File: src/rtl/id_ex_stage_pkg.sv
// Shared types and constants for the ID/EX stage: ALU opcodes, default
// datapath widths and the operand forward-select encoding.
package id_ex_stage_pkg;

    localparam int DATA_W_DEF = 32;
    localparam int RA_W_DEF   = 5;

    typedef enum logic [4:0] {
        ALU_ADD = 5'b00000,
        ALU_SUB = 5'b00001,
        ALU_AND = 5'b00010,
        ALU_OR  = 5'b00011,
        ALU_XOR = 5'b00100,
        ALU_NOR = 5'b00101,
        ALU_SLL = 5'b00110,
        ALU_SRL = 5'b00111,
        ALU_SRA = 5'b01000,
        ALU_SLT = 5'b01001
    } alu_op_e;

    // Which producer an operand is taken from. FWD_EXMEM is the nearer
    // (younger) producer and wins over FWD_MEMWB.
    typedef enum logic [1:0] {
        FWD_REG   = 2'd0,
        FWD_EXMEM = 2'd1,
        FWD_MEMWB = 2'd2
    } fwd_sel_t;

endpackage

File: src/rtl/id_ex_stage_fwd_unit.sv
// Per-operand producer select: compares one source address against a
// nearer and a farther register-writing producer. Register 0 never matches.
module id_ex_stage_fwd_unit
    import id_ex_stage_pkg::*;
#(
    parameter int RA_W = RA_W_DEF
) (
    input  logic [RA_W-1:0] src_addr,
    input  logic            near_write,
    input  logic [RA_W-1:0] near_addr,
    input  logic            far_write,
    input  logic [RA_W-1:0] far_addr,
    output fwd_sel_t        sel
);

    // Nearer producer has priority since it holds the youngest value.
    always_comb begin
        sel = FWD_REG;
        if (src_addr != '0) begin
            if (near_write && (near_addr == src_addr)) begin
                sel = FWD_EXMEM;
            end else if (far_write && (far_addr == src_addr)) begin
                sel = FWD_MEMWB;
            end
        end
    end

endmodule

File: src/rtl/id_ex_stage.sv
// ID/EX pipeline register with operand forwarding and hazard detection.
// FWD_EN defined: EX/MEM and MEM/WB forwarding muxes, stall only on load-use.
// FWD_EN undefined: no forwarding; stall on any RAW against the EX or EX/MEM
// destination. The MEM/WB capture bypass is present in both builds.
module id_ex_stage
    import id_ex_stage_pkg::*;
#(
    parameter int DATA_W = DATA_W_DEF,
    parameter int RA_W   = RA_W_DEF
) (
    input  logic              clk,
    input  logic              reset,
    input  logic              id_valid,
    input  logic [4:0]        id_alu_conf,
    input  logic              id_sign,
    input  logic [RA_W-1:0]   id_rs_addr,
    input  logic [RA_W-1:0]   id_rt_addr,
    input  logic [DATA_W-1:0] id_rs_data,
    input  logic [DATA_W-1:0] id_rt_data,
    input  logic [RA_W-1:0]   id_wr_addr,
    input  logic [DATA_W-1:0] id_imm,
    input  logic [4:0]        id_shamt,
    input  logic              id_src1_shamt,
    input  logic              id_src2_imm,
    input  logic              id_reg_write,
    input  logic              id_mem_read,
    input  logic              id_mem_write,
    input  logic              id_mem_to_reg,
    input  logic              ext_stall,
    input  logic              flush,
    input  logic              exmem_reg_write,
    input  logic [RA_W-1:0]   exmem_wr_addr,
    input  logic [DATA_W-1:0] exmem_result,
    input  logic              memwb_reg_write,
    input  logic [RA_W-1:0]   memwb_wr_addr,
    input  logic [DATA_W-1:0] memwb_data,
    output logic [4:0]        alu_conf,
    output logic              alu_sign,
    output logic [DATA_W-1:0] alu_in1,
    output logic [DATA_W-1:0] alu_in2,
    output logic [DATA_W-1:0] ex_store_data,
    output logic [RA_W-1:0]   ex_wr_addr,
    output logic              ex_valid,
    output logic              ex_reg_write,
    output logic              ex_mem_read,
    output logic              ex_mem_write,
    output logic              ex_mem_to_reg,
    output logic              stall_req
);

    logic [4:0]        conf_q;
    logic              sign_q;
    logic [RA_W-1:0]   rs_addr_q;
    logic [RA_W-1:0]   rt_addr_q;
    logic [RA_W-1:0]   wr_addr_q;
    logic [DATA_W-1:0] rs_data_q;
    logic [DATA_W-1:0] rt_data_q;
    logic [DATA_W-1:0] imm_q;
    logic [4:0]        shamt_q;
    logic              src1_shamt_q;
    logic              src2_imm_q;
    logic              valid_q;
    logic              reg_write_q;
    logic              mem_read_q;
    logic              mem_write_q;
    logic              mem_to_reg_q;

    logic [DATA_W-1:0] rs_capture;
    logic [DATA_W-1:0] rt_capture;
    logic [DATA_W-1:0] fwd_rs;
    logic [DATA_W-1:0] fwd_rt;
    logic              hazard;
    fwd_sel_t          sel_rs;
    fwd_sel_t          sel_rt;

    // A register being written back this very cycle is not yet visible in
    // the register-file read data, so take it from MEM/WB while capturing.
    assign rs_capture = (memwb_reg_write && (memwb_wr_addr != '0) && (memwb_wr_addr == id_rs_addr))
                        ? memwb_data : id_rs_data;
    assign rt_capture = (memwb_reg_write && (memwb_wr_addr != '0) && (memwb_wr_addr == id_rt_addr))
                        ? memwb_data : id_rt_data;

`ifdef FWD_EN
    id_ex_stage_fwd_unit #(.RA_W(RA_W)) u_fwd_rs (
        .src_addr   (rs_addr_q),
        .near_write (exmem_reg_write),
        .near_addr  (exmem_wr_addr),
        .far_write  (memwb_reg_write),
        .far_addr   (memwb_wr_addr),
        .sel        (sel_rs)
    );

    id_ex_stage_fwd_unit #(.RA_W(RA_W)) u_fwd_rt (
        .src_addr   (rt_addr_q),
        .near_write (exmem_reg_write),
        .near_addr  (exmem_wr_addr),
        .far_write  (memwb_reg_write),
        .far_addr   (memwb_wr_addr),
        .sel        (sel_rt)
    );

    // Operand muxes driven by the forward selects.
    always_comb begin
        fwd_rs = rs_data_q;
        fwd_rt = rt_data_q;
        case (sel_rs)
            FWD_EXMEM: fwd_rs = exmem_result;
            FWD_MEMWB: fwd_rs = memwb_data;
            default:   fwd_rs = rs_data_q;
        endcase
        case (sel_rt)
            FWD_EXMEM: fwd_rt = exmem_result;
            FWD_MEMWB: fwd_rt = memwb_data;
            default:   fwd_rt = rt_data_q;
        endcase
    end

    // Only a load in EX cannot be forwarded in time.
    assign hazard = valid_q && mem_read_q && (wr_addr_q != '0)
                    && ((wr_addr_q == id_rs_addr) || (wr_addr_q == id_rt_addr))
                    && id_valid;
`else
    // Without forwarding the same select logic flags any ID source that a
    // pending writer in EX (near) or EX/MEM (far) will produce.
    id_ex_stage_fwd_unit #(.RA_W(RA_W)) u_fwd_rs (
        .src_addr   (id_rs_addr),
        .near_write (valid_q && reg_write_q),
        .near_addr  (wr_addr_q),
        .far_write  (exmem_reg_write),
        .far_addr   (exmem_wr_addr),
        .sel        (sel_rs)
    );

    id_ex_stage_fwd_unit #(.RA_W(RA_W)) u_fwd_rt (
        .src_addr   (id_rt_addr),
        .near_write (valid_q && reg_write_q),
        .near_addr  (wr_addr_q),
        .far_write  (exmem_reg_write),
        .far_addr   (exmem_wr_addr),
        .sel        (sel_rt)
    );

    assign fwd_rs = rs_data_q;
    assign fwd_rt = rt_data_q;
    assign hazard = id_valid && ((sel_rs != FWD_REG) || (sel_rt != FWD_REG));

    logic unused_fwd;
    assign unused_fwd = ^{exmem_result, rs_addr_q, rt_addr_q};
`endif

    assign stall_req = hazard;

    // Pipeline register: reset/flush/bubble clear, ext_stall holds, else load.
    always_ff @(posedge clk) begin
        if (reset || flush || (stall_req && !ext_stall)) begin
            conf_q       <= ALU_ADD;
            sign_q       <= 1'b0;
            rs_addr_q    <= '0;
            rt_addr_q    <= '0;
            wr_addr_q    <= '0;
            rs_data_q    <= '0;
            rt_data_q    <= '0;
            imm_q        <= '0;
            shamt_q      <= '0;
            src1_shamt_q <= 1'b0;
            src2_imm_q   <= 1'b0;
            valid_q      <= 1'b0;
            reg_write_q  <= 1'b0;
            mem_read_q   <= 1'b0;
            mem_write_q  <= 1'b0;
            mem_to_reg_q <= 1'b0;
        end else if (!ext_stall) begin
            conf_q       <= id_alu_conf;
            sign_q       <= id_sign;
            rs_addr_q    <= id_rs_addr;
            rt_addr_q    <= id_rt_addr;
            wr_addr_q    <= id_wr_addr;
            rs_data_q    <= rs_capture;
            rt_data_q    <= rt_capture;
            imm_q        <= id_imm;
            shamt_q      <= id_shamt;
            src1_shamt_q <= id_src1_shamt;
            src2_imm_q   <= id_src2_imm;
            valid_q      <= id_valid;
            reg_write_q  <= id_reg_write;
            mem_read_q   <= id_mem_read;
            mem_write_q  <= id_mem_write;
            mem_to_reg_q <= id_mem_to_reg;
        end
    end

    assign alu_conf      = conf_q;
    assign alu_sign      = sign_q;
    assign alu_in1       = src1_shamt_q ? {{(DATA_W-5){1'b0}}, shamt_q} : fwd_rs;
    assign alu_in2       = src2_imm_q ? imm_q : fwd_rt;
    assign ex_store_data = fwd_rt;
    assign ex_wr_addr    = wr_addr_q;
    assign ex_valid      = valid_q;
    assign ex_reg_write  = reg_write_q;
    assign ex_mem_read   = mem_read_q;
    assign ex_mem_write  = mem_write_q;
    assign ex_mem_to_reg = mem_to_reg_q;

endmodule

File: config.mk
export PLATFORM = sky130hd
export DESIGN_NAME = id_ex_stage
export DESIGN_NICKNAME = d
export VERILOG_FILES = /design/src/rtl/id_ex_stage_pkg.sv /design/src/rtl/id_ex_stage_fwd_unit.sv /design/src/rtl/id_ex_stage.sv
export SDC_FILE = /design/constraint.sdc
export NUM_CORES = 1
export LEC_CHECK = 0
export CORE_MARGIN = 10
export CORE_UTILIZATION = 35
export DETAILED_ROUTE_END_ITERATION = 7
export PLACE_DENSITY = 0.74
export SLEW_MARGIN = 30
export SYNTH_ARGS = -nofsm -noshare
export SYNTH_HDL_FRONTEND = slang
export SYNTH_HIERARCHICAL = 1
export SYNTH_SLANG_ARGS = --single-unit
File: constraint.sdc
create_clock -name clk -period 2.51 [get_ports clk]
set_input_delay 0.502 -clock clk [delete_from_list [all_inputs] [get_ports clk]]
set_output_delay 0.502 -clock clk [all_outputs]
set_load 0.01 [all_outputs]
* Yosys cells after proc, flatten, opt, wreduce, memory -nomap -nowiden
Index checks and enable logic that the tools add are counted.
** Word-level totals
- Register bits :: 119
- Latch bits :: 0
- Memory bits (writable) :: 0
- Bits in read-only memories :: 0
- Input port bits :: 209
- Output and inout port bits :: 113
- Word-level logic and storage cells :: 49
- Memories kept :: 0
** Operators by class
- $add $sub $neg :: 0
- $mul :: 0
- Div/mod/pow operators :: 0
- $lt $le $gt $ge :: 0
- Equality and inequality tests :: 6
- Shift-type cells :: 0
- Mux-type cells :: 10
- Bitwise operators :: 0
- Reduce and logical (&&, ||, !) cells :: 19
** Operators by type and width (number)
- $mux W32 :: 4
- $eq A5 B5 Y1 :: 6
- $reduce_bool A5 Y1 :: 3
- $mux W2 :: 6
- $logic_and A1 B1 Y1 :: 10
- $reduce_bool A2 Y1 :: 2
- $logic_or A1 B1 Y1 :: 3
- $logic_not A1 Y1 :: 1

* Logic depth before layout (Yosys ltp)
Gate-level depths: netlist of the first run.
- Word-level depth :: 10
- Mapped depth :: 9
- Mapped depth without buffers :: 7

* By module
The synthesis of the first run kept the hierarchy.
** By module, submodules not included
- id_ex_stage :: instances 1, cells each 698, area an instance 6332.3 um^2
- id_ex_stage_fwd_unit :: instances 2, cells each 18, area an instance 135.1 um^2

* Worst setup path after synthesis of the first run
No wires, ideal clock.
- Path type :: input to register
- Start :: input id_rs_addr[2]
- End :: register rt_data_q[0], in the netlist ex_store_data[0]
- Library setup time :: 0.087 ns
- Arrival :: 2.307 ns
- Data required time :: 2.423 ns
- Setup slack :: 0.116 ns
- Cell stages on the path :: 8
- Buffers on the path :: 2
- Cells stage by stage :: or4_1 > nor2_2 > nor4b_1 > nor4_1 > o21ai_0 > clkbuf_1 > clkbuf_1 > a221oi_2
** On the way
- Cells in the longest elaborated chain, start to end :: 10
- Elaborated cells between the ends (all ways) :: 13
- Those cells by class :: eq/ne (2); mux (3); reduce/logical (8)
** Ends and longest elaborated chain
- start: declaration :: RTL line id_ex_stage.sv:16 : input logic [RA_W-1:0] id_rs_addr,
- $eq A5 B5 Y1 :: RTL line id_ex_stage_fwd_unit.sv:22 : end else if (far_write && (far_addr == src_addr)) begin
- $logic_and A1 B1 Y1 :: RTL line id_ex_stage_fwd_unit.sv:22
- $mux W2 :: RTL line id_ex_stage_fwd_unit.sv:22
- $mux W2 :: RTL line id_ex_stage_fwd_unit.sv:20 : if (near_write && (near_addr == src_addr)) begin
- $mux W2 (*) :: RTL line id_ex_stage_fwd_unit.sv:19 : if (src_addr != '0) begin
- net sel_rs[1] :: RTL line id_ex_stage.sv:73 : fwd_sel_t sel_rs;
- $reduce_bool A2 Y1 (*) :: RTL line id_ex_stage.sv:145 : assign hazard = id_valid && ((sel_rs != FWD_REG) || (sel_rt != FWD_REG));
- $logic_or A1 B1 Y1 (*) :: RTL line id_ex_stage.sv:145
- $logic_and A1 B1 Y1 (*) :: RTL line id_ex_stage.sv:145
- $logic_and A1 B1 Y1 (*) :: RTL line id_ex_stage.sv:155 : if (reset || flush || (stall_req && !ext_stall)) begin
- $logic_or A1 B1 Y1 (*) :: RTL line id_ex_stage.sv:155
- end signal: assignment :: RTL line id_ex_stage.sv:179 : rt_data_q <= rt_capture;
- end: declaration :: RTL line id_ex_stage.sv:57 : logic [DATA_W-1:0] rt_data_q;
Mark *: on every way through the listed nets, which the timed path passes. The rest lies on a longest branch.
A chain may end at the register's enable or synchronous reset.

* Final worst setup path of the first run
- Start :: input id_rt_addr[1]
- End :: output stall_req
** On the way
- Elaborated cells between the ends (all ways) :: 11
- Those cells by class :: eq/ne (2); mux (3); reduce/logical (6)
** RTL lines
- start: declaration :: RTL line id_ex_stage.sv:17 : input logic [RA_W-1:0] id_rt_addr,
- $eq A5 B5 Y1 :: RTL line id_ex_stage_fwd_unit.sv:20
- $logic_and A1 B1 Y1 :: RTL line id_ex_stage_fwd_unit.sv:20
- $mux W2 :: RTL line id_ex_stage_fwd_unit.sv:20
- $mux W2 (*) :: RTL line id_ex_stage_fwd_unit.sv:19
- net sel_rt[0] :: RTL line id_ex_stage.sv:74 : fwd_sel_t sel_rt;
- $reduce_bool A2 Y1 (*) :: RTL line id_ex_stage.sv:145
- $logic_or A1 B1 Y1 (*) :: RTL line id_ex_stage.sv:145
- $logic_and A1 B1 Y1 (*) :: RTL line id_ex_stage.sv:145
- end: declaration :: RTL line id_ex_stage.sv:48 : output logic stall_req
Marked as above.

==> results of run 1 <==
[final cells by class]
class | count | area [um^2]
Sequential cell | 119 | 2386
Multi-Input combinational cell | 466 | 3650
Inverter | 64 | 240.2
Timing Repair Buffer | 345 | 3543
Fill cell | 1645 | 7865
Antenna cell | 2 | 5.005
Tap cell | 234 | 292.8
Clock inverter | 13 | 217.7
Clock buffer | 19 | 442.9
[logic make-up (layout without fill, tap and decap cells)]
group	count (synthesis)	after routing	synth area share
other	0	2	0
buffers and inverters	149	441	0.09418
AND/OR/NAND/NOR	149	149	0.09456
multiplexers	54	54	0.08186
XOR/XNOR	30	30	0.03980
AO/OA/AOI/OAI	233	233	0.3288
flip-flops	119	119	0.3608
[layer usage]
metal	up-vias	global-route usage	wire [um]
li1	3286	-	-
met1	3239	0.2458	10980
met2	242	0.3301	12620
met3	36	0.07233	2252
met4	4	0.08103	620
met5	-	0	32
[timing repair]
action | 4_1_cts | 5_1_grt
pin swaps | 7 | 1
setup buffers | 0 | 1
gates resized for setup | 20 | 3
setup endpoints to repair | 117 | 112
[through the flow]
stage | hold slack (ps) | utilization | TNS [ps]
final | 395.6 | 0.5781 | -139.9
after global placement | 458.5 | 0.5400 | -53940
after CTS | 374.3 | 0.5758 | -147.5
after detailed placement | 468.4 | 0.5400 | -59430
after floorplan | 452.4 | - | 0
after global routing | 390.4 | 0.5779 | -220.3
[worst max-delay path by stage]
stage / slack (ps) / to
detailed placement: -800 / stall_req
CTS: -150 / stall_req
floorplan: 120 / ex_store_data[0]$_SDFFE_PP0N_
global placement: -760 / stall_req
global route: -220 / stall_req
finish: -140 / stall_req
[cells in the mapped netlist (all sizes together)]
master | instances | share of area
nand2b | 1 | 0.00095
o31ai | 64 | 0.073
nand4 | 2 | 0.0019
and3 | 2 | 0.0019
buf | 14 | 0.017
xnor2 | 18 | 0.024
mux2i | 54 | 0.082
o21a | 1 | 0.0011
nor4b | 2 | 0.0027
a21oi | 1 | 0.00076
o21ai | 39 | 0.031
or4 | 3 | 0.0040
nor2b | 1 | 0.00095
nor2 | 88 | 0.051
nand2 | 40 | 0.023
inv | 64 | 0.036
a41oi | 64 | 0.085
or2 | 2 | 0.0019
a221oi | 64 | 0.14
nand3 | 4 | 0.0030
dfxtp | 119 | 0.36
clkbuf | 71 | 0.041
xor2 | 12 | 0.016
and2 | 1 | 0.00095
nor4 | 3 | 0.0028
[power breakdown]
group | leakage, nW | internal, mW | switching [mW] | total, mW
logic | 2.63 | 0.663 | 0.629 | 1.29
clock network | 0.315 | 1.80 | 0.955 | 2.76
registers | 0.974 | 1.97 | 0.0353 | 2.00
==> metrics.md, run 1 <==
| Metric | Value |
|---|---|
| Total global routing track utilization | 0.2056 |
| Design Power | a little over 6 mW |
| Violation count after the first detailed-route iteration | between 300 and 400 |
| Post-DR wirelength/cell | about 21 um |
| Data arrival time of the critical path | around 2200 ps |
| # Max-Cap Violations | 0 |
| RSZ-0062 raised after global routing | yes |
| Number of cells produced by synthesis | about 730 |
| Die outline width | ~160 um |
| Cell total after placement | 1227 |
| Fraction of the yosys area taken by sequential cells | 0.3608 |
| Die Outline Area | ~25000 um^2 |
| Final Hold Fails | 0 |
| Signed area change from the synthesized netlist to the final layout | 63.24% |
| Overall overflow remaining after global route | 0 |
| Leading cell types in the layout, fill and taps excluded | sky130_fd_sc_hd__clkdlybuf4s50_1, sky130_fd_sc_hd__dfxtp_1, sky130_fd_sc_hd__nor2_1 |
| Worst-case vdd ir drop | just under 500 uV |
| Area of all placed cells without fillers | 10780 um^2 |
| Largest buffer count on any clock path | 2 |
| Number of rows created at floorplan | 50 |
| Reg2reg start | ex_wr_addr[3]$_SDFFE_PP0N_ |
| Standby leakage power | between 3 and 4 nW |
| Violated checks | negative setup slack |
| Worst path slowest cell | sky130_fd_sc_hd__or4_4 |
| Share of the clock period used by the worst path after layout | 1.056 |
| Peak clock frequency supported by timing | between 300 and 400 MHz |
| Ratio of cells with drive above 1 in the final layout | 0.1598 |
| Clock Root Buffer | sky130_fd_sc_hd__clkbuf_16 |
| Worst setup path category | input port to primary output |
| Avg Vias per Cell | between 5 and 6 |
| Net Count, Synth | between 900 and 1000 |
| Residual DRC | 0 |
| Syn. warnings | 6 |
| PortBufs | between 200 and 300 |
| Transition time of the tightest slew-check pin | ~660 ps |
| H-Tree Level Count | 4 |
| Endpoint of the worst register-to-register path | ex_store_data[0]$_SDFFE_PP0N_ |
| Crit start category | input port |
| Power density cells | between 500 and 600 nW/um^2 |
| Clock Latency Late Sink | around 410 ps |
| TritonCTS clock tree | built |
| Number of nets in the layout | around 1200 |
| Number of buffers created by CTS | 17 |
| Routability Congestion | approximately 0.86 |
| Vert. Die Dim | about 160 um |
| Cell Area, Placed | 10070 um^2 |
| Top delay family on crit path | simple AND/OR/NAND/NOR gates |
| HP Start | ext_stall |
| Largest net degree at the start of global routing | 76 |
| Post-route minimum period | 2650 ps |
| Non-filler instance count after layout | approximately 1300 |
| Initial standard-cell utilization of the core | 0.3542 |
| Antenna violations before repair | 5 |
| HP Class | input port to flip-flop |
| Setup violation total in the final timing report | 1 |
| Final worst slack | -139.9 ps |
| First-pass DRT Iterations | 5 |
| Setup Slack @ Placement | -798.4 ps |
| Number of stages on the worst hold path | 2 |
| Total length of routed wires | approximately 27000 um |
| Largest stage delay on the critical path | 530 ps |
| Unique masters post-synth | 32 |
| Max FO, Critical Path | 3 |
| Largest clock skew in the final design | roughly 6.9 ps |
| Hold buffer count at CTS | 0 |
| Post-synthesis sequential element count | between 100 and 150 |
| Worst reg-to-reg setup slack | approximately 190 ps |
| Core area | between 15000 and 20000 um^2 |
| CP Data Required Time | 2010 ps |
| Worst R2R Path Depth | 11 |
| Crit path from | id_rt_addr[1] |
| Crit path buf inv count | 3 |
| Remaining antenna violation count after routing | 0 |
| Number of pins exceeding their max-slew limit in the final report | 0 |
| CTS clk-pin slew, worst paths | 60 ps |
| Average cell area after synthesis | 8.995 um^2 |
| Wire length of the first global-routing pass | just over 40000 um |
| Via count of the first global-routing pass | between 6000 and 7000 |
| Number of cells on the critical path | 8 |
| DP Wirelength | approximately 20000 um |
| Cell area after synthesis | 6603 um^2 |
| Worst Hold Path EP | fwd_rs[31]$_SDFFE_PP0N_ |
| Capturing element type of the critical path | primary output |
| Most common library cell in the layout ignoring fill and taps | sky130_fd_sc_hd__clkdlybuf4s50_1 |
| List of cells traversed by the critical path | dlygate4sd2_1 > or4_4 > nor2_4 > nor2_1 > nor4_2 > buf_4 > nor2b_1 > buf_2 |
| Number of primary I/O pins | between 300 and 400 |
| Total vias in the final route | just under 7000 |
| Result of the run | complete, but fails checks |
| Worst-case headroom to the max-slew limit | 0.5621 |
| Clock sink count | ~120 |
No activity file was read; power rests on OpenSTA's default activity.
==> run 2, diff against run 1 <==
CTS_BUF_LIST = sky130_fd_sc_hd__clkbuf_16   (was unset)
GPL_TIMING_DRIVEN = 0   (was unset)
==> run 2 against run 1 <==
Net effect:
- the flow still finishes with violations (negative setup slack)
- die area is the same
- non-clock buffer count up 31
- core utilization shrank 1.2 points
- design area decreased by 2.1%
- power shrank 5.7%
- critical path type unchanged
==> metrics.md, run 2 (same netlist as run 1, synthesis figures left out) <==
| Metric | Value |
|---|---|
| Standby leakage power | 4.065 nW (+3.6%) |
| Worst R2R Path Depth | 10 (-1) |
| Multi-input combinational cell area | 3669 um^2 (+0.51%) |
| Signed area change from the synthesized netlist to the final layout | 59.88% |
| Total vias in the final route | 6916 (+1.6%) |
| Power density cells | 540.3 nW/um^2 (-3.8%) |
| Max FO, Critical Path | 4 (+1) |
| Result of the run | complete, but fails checks |
| Initial standard-cell utilization of the core | 0.3542 (unchanged) |
| Largest clock skew in the final design | 9.223 ps (+2.294 ps) |
| Number of nets in the layout | 1253 (+2.5%) |
| Worst-case vdd ir drop | 462.7 uV (-3.9%) |
| Cell total after placement | 1257 (+2.4%) |
| Core area | 18640 um^2 (unchanged) |
| TritonCTS clock tree | built |
| Wire length of the first global-routing pass | 41900 um (+4.0%) |
| Clock Root Buffer | sky130_fd_sc_hd__clkbuf_16 |
| Crit start category | input port |
| Number of pins exceeding their max-slew limit in the final report | 0 (unchanged) |
| Die Outline Area | 24760 um^2 (unchanged) |
| First-pass DRT Iterations | 5 (unchanged) |
| Largest buffer count on any clock path | 2 (unchanged) |
| Non-filler instance count after layout | 1293 (+2.5%) |
| RSZ-0062 raised after global routing | yes |
| Total length of routed wires | 28310 um (+6.8%) |
| Clock Latency Late Sink | 420 ps (about the same) |
| H-Tree Level Count | 4 (unchanged) |
| Peak clock frequency supported by timing | 385.3 MHz (+2.1%) |
| Setup violation total in the final timing report | 1 (unchanged) |
| Largest net degree at the start of global routing | 17 (-78%) |
| Remaining antenna violation count after routing | 0 (unchanged) |
| FF+latch area | 2386 um^2 (unchanged) |
| Hold buffer count at CTS | 0 (unchanged) |
| Clock sink count | 119 (unchanged) |
| Via count of the first global-routing pass | 7014 (+0.26%) |
| Routability Congestion | 0.8764 (+1.9%) |
| CTS clk-pin slew, worst paths | 60 ps (about the same) |
| Number of primary I/O pins | 322 (unchanged) |
| # Max-Cap Violations | 0 (unchanged) |
| CP Data Required Time | 2010 ps (about the same) |
| Number of buffers created by CTS | 17 (unchanged) |
| Final Hold Fails | 0 (unchanged) |
| Capturing element type of the critical path | primary output |
| Residual DRC | 0 (unchanged) |
| Worst reg-to-reg setup slack | 120 ps (-70 ps) |
| Transition time of the tightest slew-check pin | 839.3 ps (+182.5 ps) |
| Final worst slack | -85.65 ps (+54.24 ps) |
| Sum of negative setup slack | -85.65 ps (+54.24 ps) |
| Share of the clock period used by the worst path after layout | 1.034 (-0.02161) |
| Vert. Die Dim | 157.4 um (unchanged) |
| Post-route minimum period | 2596 ps (-54.24 ps) |
| Worst-case hold slack | 478.9 ps (+83.32 ps) |
| DP Wirelength | 22260 um (+12%) |
| Setup Slack @ Placement | -1258 ps (-460.0 ps) |
| Overall overflow remaining after global route | 0 (unchanged) |
| Avg Vias per Cell | 5.349 (-0.83%) |
| Worst-case headroom to the max-slew limit | 0.4405 (-0.1216) |
| Total global routing track utilization | 0.2208 (+0.01522) |
| PortBufs | 289 (unchanged) |
| Worst setup path category | input port to primary output |
| Post-Route Utilization | 0.5662 (-0.01188) |
| Violation count after the first detailed-route iteration | 337 (-11%) |
| Die outline width | 157.4 um (unchanged) |
| Leading cell types in the layout, fill and taps excluded | sky130_fd_sc_hd__clkdlybuf4s50_1, sky130_fd_sc_hd__dfxtp_1, sky130_fd_sc_hd__nor2_1 |
| Number of stages on the worst hold path | 2 (unchanged) |
| Ratio of cells with drive above 1 in the final layout | 0.1457 (-0.01415) |
| HP Class | flip-flop to flip-flop |
| Number of rows created at floorplan | 50 (unchanged) |
| Most common library cell in the layout ignoring fill and taps | sky130_fd_sc_hd__clkdlybuf4s50_1 |
| Antenna violations before repair | 2 (-3) |
| Count of fill cells added during filler insertion | 1710 (+4.0%) |
| Post-DR wirelength/cell | 21.89 um (+4.3%) |
| Violated checks | negative setup slack |
| Data arrival time of the critical path | 2090 ps (-60 ps) |
run 2: final timing paths:
check                                           startpoint                      end
worst min register to register     fwd_rs[20]$_SDFFE_PP0N_  fwd_rs[20]$_SDFFE_PP0N_
worst min-delay path               fwd_rs[20]$_SDFFE_PP0N_  fwd_rs[20]$_SDFFE_PP0N_
worst max register to register  ex_wr_addr[2]$_SDFFE_PP0N_  fwd_rs[12]$_SDFFE_PP0N_
worst max-delay path                         id_rs_addr[2]                stall_req
run 2: critical path, stage by stage:
cell	delay (ps)
sky130_fd_sc_hd__clkdlybuf4s15_2	230
sky130_fd_sc_hd__or4_4	570
sky130_fd_sc_hd__nor2_4	190
sky130_fd_sc_hd__nor2_4	50
sky130_fd_sc_hd__nor4_4	320
sky130_fd_sc_hd__nor2b_1	80
sky130_fd_sc_hd__buf_2	150
run 2: report_power, final:
group          internal (mW)  switching [mW]
clock network           1.54           0.924
logic                  0.598           0.637
registers               1.97          0.0357
total                   4.11            1.60
run 2: layout make-up:
cell class	instances	area share
clock buffer	17	0.04030
clock inverter	15	0.01541
buffer	85	0.04409
timing repair buffer	291	0.2757
sequential	119	0.2260
inverter	64	0.02276
multi-input combinational	466	0.3475
tap	234	0.02773
antenna	2	0.0004741
run 2: metrics by stage:
stage	area [um^2]	power (mW)
finish	10560	5.704
global route	10560	5.948
CTS	10480	5.745
detailed placement	9788	3.263
global placement	9788	3.248
floorplan	6603	2.609
run 2: layer usage:
metal | up-vias | wire length [um] | GRT usage
li1 | 3352 | - | -
met1 | 3293 | 12100 | 0.2628
met2 | 248 | 13660 | 0.3668
met3 | 23 | 2139 | 0.07505
met4 | 0 | 410 | 0.06723
met5 | - | 0 | 0
run 2: repair_timing:
action                                  4_1_cts  5_1_grt
resized for setup                            65       56
setup buffers                                 3        0
endpoints found under the setup margin      175      147
pin swaps                                     4        6
==> run 3, diff against run 2 <==
MAX_ROUTING_LAYER = met4   (was unset)
REMOVE_ABC_BUFFERS = 1   (was unset)
==> run 3 against run 2 <==
Net effect:
- die area stayed put
- highest routed layer unchanged
- fmax is 3.5% lower
- the flow still finishes with violations (negative setup slack)
- flip-flop and latch count stayed put
- sequential share of layout area is 0.50 points lower
- setup slack worse by 94 ps
- count of clock-buffer cells in the layout stayed put
- largest power group unchanged
- non-clock buffer count is 52 lower
- via count is 0.32% lower
- core utilization is 1.5 points higher
- wire length is 2.4% lower
==> metrics.md, run 3 (same netlist as run 1, synthesis figures left out) <==
| Metric | Value |
|---|---|
| Total vias in the final route | 6894 (-0.32%) |
| Design Power | 5.801 mW (+1.7%) |
| Number of pins exceeding their max-slew limit in the final report | 0 (unchanged) |
| List of cells traversed by the critical path | dlygate4sd2_1 > xor2_1 > nor4_2 > nand3_1 > nor4b_4 > nor4_2 > buf_4 > nor2b_1 > buf_2 |
| Worst-case headroom to the max-slew limit | 0.4077 (-0.03281) |
| Largest buffer count on any clock path | 2 (unchanged) |
| Clock sink count | 119 (unchanged) |
| TritonCTS clock tree | built |
| Crit path top cell by count | sky130_fd_sc_hd__nor4_2 |
| Number of rows created at floorplan | 50 (unchanged) |
| Vert. Die Dim | 157.4 um (unchanged) |
| RSZ-0062 raised after global routing | yes |
| Sum of negative setup slack | -179.9 ps (-94.21 ps) |
| Post-route minimum period | 2690 ps (+94.21 ps) |
| Most common library cell in the layout ignoring fill and taps | sky130_fd_sc_hd__clkdlybuf4s50_1 |
| Clock Root Buffer | sky130_fd_sc_hd__clkbuf_16 |
| First-pass DRT Iterations | 5 (unchanged) |
| Data arrival time of the critical path | 2190 ps (+100 ps) |
| Ratio of cells with drive above 1 in the final layout | 0.1502 (+0.004553) |
| DP Wirelength | 19000 um (-15%) |
| Signed area change from the synthesized netlist to the final layout | 64.07% |
| Transition time of the tightest slew-check pin | 888.5 ps (+49.22 ps) |
| Overall overflow remaining after global route | 0 (unchanged) |
| Crit start category | input port |
| Result of the run | complete, but fails checks |
| Cell Area, Placed | 10000 um^2 (+2.2%) |
| PortBufs | 289 (unchanged) |
| Worst-case vdd ir drop | 431.4 uV (-6.8%) |
| Clock Latency Late Sink | 410 ps (about the same) |
| Largest net degree at the start of global routing | 85 (+68) |
| Capturing element type of the critical path | primary output |
| Violated checks | negative setup slack |
| Final Hold Fails | 0 (unchanged) |
| Wire length of the first global-routing pass | 40410 um (-3.6%) |
| Setup violation total in the final timing report | 1 (unchanged) |
| Standby leakage power | 3.915 nW (-3.7%) |
| Core area | 18640 um^2 (unchanged) |
| Die outline width | 157.4 um (unchanged) |
| Post-DR wirelength/cell | 22.27 um (+1.7%) |
| Largest stage delay on the critical path | 310 ps (-260 ps) |
| Routability Congestion | 0.8161 (-6.9%) |
| Initial standard-cell utilization of the core | 0.3542 (unchanged) |
| Max FO, Critical Path | 4 (unchanged) |
| Worst-case hold slack | 457.6 ps (-21.29 ps) |
| Worst R2R Path Depth | 11 (+1) |
| Crit path from | id_rt_addr[4] |
| CP Data Required Time | 2010 ps (about the same) |
| Final worst slack | -179.9 ps (-94.21 ps) |
| HP Class | input port to flip-flop |
| Reg2reg start | ex_wr_addr[2]$_SDFFE_PP0N_ |
| Remaining antenna violation count after routing | 0 (unchanged) |
| H-Tree Level Count | 4 (unchanged) |
| Die Outline Area | 24760 um^2 (unchanged) |
| Share of the clock period used by the worst path after layout | 1.072 (+0.03753) |
| Number of nets in the layout | 1201 (-4.2%) |
| Power density cells | 535.5 nW/um^2 (-0.89%) |
| Area of all placed cells without fillers | 10830 um^2 (+2.6%) |
| Leading cell types in the layout, fill and taps excluded | sky130_fd_sc_hd__clkdlybuf4s50_1, sky130_fd_sc_hd__dfxtp_1, sky130_fd_sc_hd__nor2_1 |
| Avg Vias per Cell | 5.560 (+3.9%) |
| Total global routing track utilization | 0.2154 (-0.005380) |
| Number of stages on the worst hold path | 2 (unchanged) |
| # Max-Cap Violations | 0 (unchanged) |
| Antenna violations before repair | 0 (-2) |
| Worst setup path category | input port to primary output |
| Number of primary I/O pins | 322 (unchanged) |
| Via count of the first global-routing pass | 6873 (-2.0%) |
| Peak clock frequency supported by timing | 371.8 MHz (-3.5%) |
| Total length of routed wires | 27620 um (-2.4%) |
| HP Start | ext_stall |
| Residual DRC | 0 (unchanged) |
| Number of buffers created by CTS | 17 (unchanged) |
| Worst path slowest cell | sky130_fd_sc_hd__nor4_2 |
| Violation count after the first detailed-route iteration | 393 (+17%) |
| Largest clock skew in the final design | 13.37 ps (+4.147 ps) |
| CTS clk-pin slew, worst paths | 60 ps (about the same) |
==> run 3: cell count changes in the layout (fill, tap and decap cells not counted), moves of 4 or more <==
| cell | change |
|---|---|
| sky130_fd_sc_hd__buf_12 | +4 |
| sky130_fd_sc_hd__buf_16 | +17 |
| sky130_fd_sc_hd__buf_2 | -10 |
| sky130_fd_sc_hd__clkbuf_1 | -43 |
| sky130_fd_sc_hd__clkbuf_16 | +4 |
| sky130_fd_sc_hd__clkbuf_2 | -14 |
| sky130_fd_sc_hd__clkbuf_4 | -10 |
| sky130_fd_sc_hd__clkdlybuf4s50_1 | +14 |
| sky130_fd_sc_hd__dlymetal6s2s_1 | -15 |
| sky130_fd_sc_hd__o21ai_1 | -4 |
==> run 3: layer usage <==
layer	up-vias	track usage	share of wire
li1	3250	-	-
met1	3341	0.2495	0.42
met2	272	0.3590	0.49
met3	31	0.06523	0.077
met4	0	0.05076	0.014
met5	-	-	0
==> run 3: critical path: cells and delay by family <==
family | cells | cell delay (ps)
simple gates | 5 | 900
buf+inv | 3 | 600
xor+xnor | 1 | 170
==> run 3: cell type report <==
class | count | area (um^2)
Antenna cell | 1 | 2.502
Sequential cell | 119 | 2395
Clock buffer | 17 | 425.4
Inverter | 64 | 240.2
Tap cell | 234 | 292.8
Clock inverter | 15 | 162.7
Fill cell | 1647 | 7810
Multi-Input combinational cell | 466 | 3702
Timing Repair Buffer | 324 | 3612
==> run 3: per-stage QoR <==
step                worst slack [ps]  instances    util
finish                        -179.9       1240  0.5811
global route                  -254.0       1239  0.5809
CTS                           -138.3       1229  0.5716
detailed placement             -1389       1192  0.5364
global placement              -18920       1172  0.5046
floorplan                      -7754        649       -
==> run 3: repair_timing <==
item | in CTS | in global routing
gates cloned | 0 | 5
pin swaps | 4 | 3
hold buffers | 0 | 0
setup endpoints to repair | 131 | 47
buffers inserted | 7 | 5
resized for setup | 31 | 9
==> run 3: power breakdown <==
part | internal (mW) | switching (mW) | total (mW) | leakage (nW)
Clock | 1.55 | 0.920 | 2.47 | 0.294
Sequential | 1.96 | 0.0389 | 2.00 | 0.975
Combinational | 0.674 | 0.657 | 1.33 | 2.65
Total | 4.19 | 1.62 | 5.80 | 3.92
==> run 3: path summary, 6_finish.rpt <==
path | slack, ps | endpoint
max reg2reg | 90 | ex_store_data[4]$_SDFFE_PP0N_
max | -180 | stall_req
min reg2reg | 470 | fwd_rs[30]$_SDFFE_PP0N_
min | 460 | ex_store_data[11]$_SDFFE_PP0N_
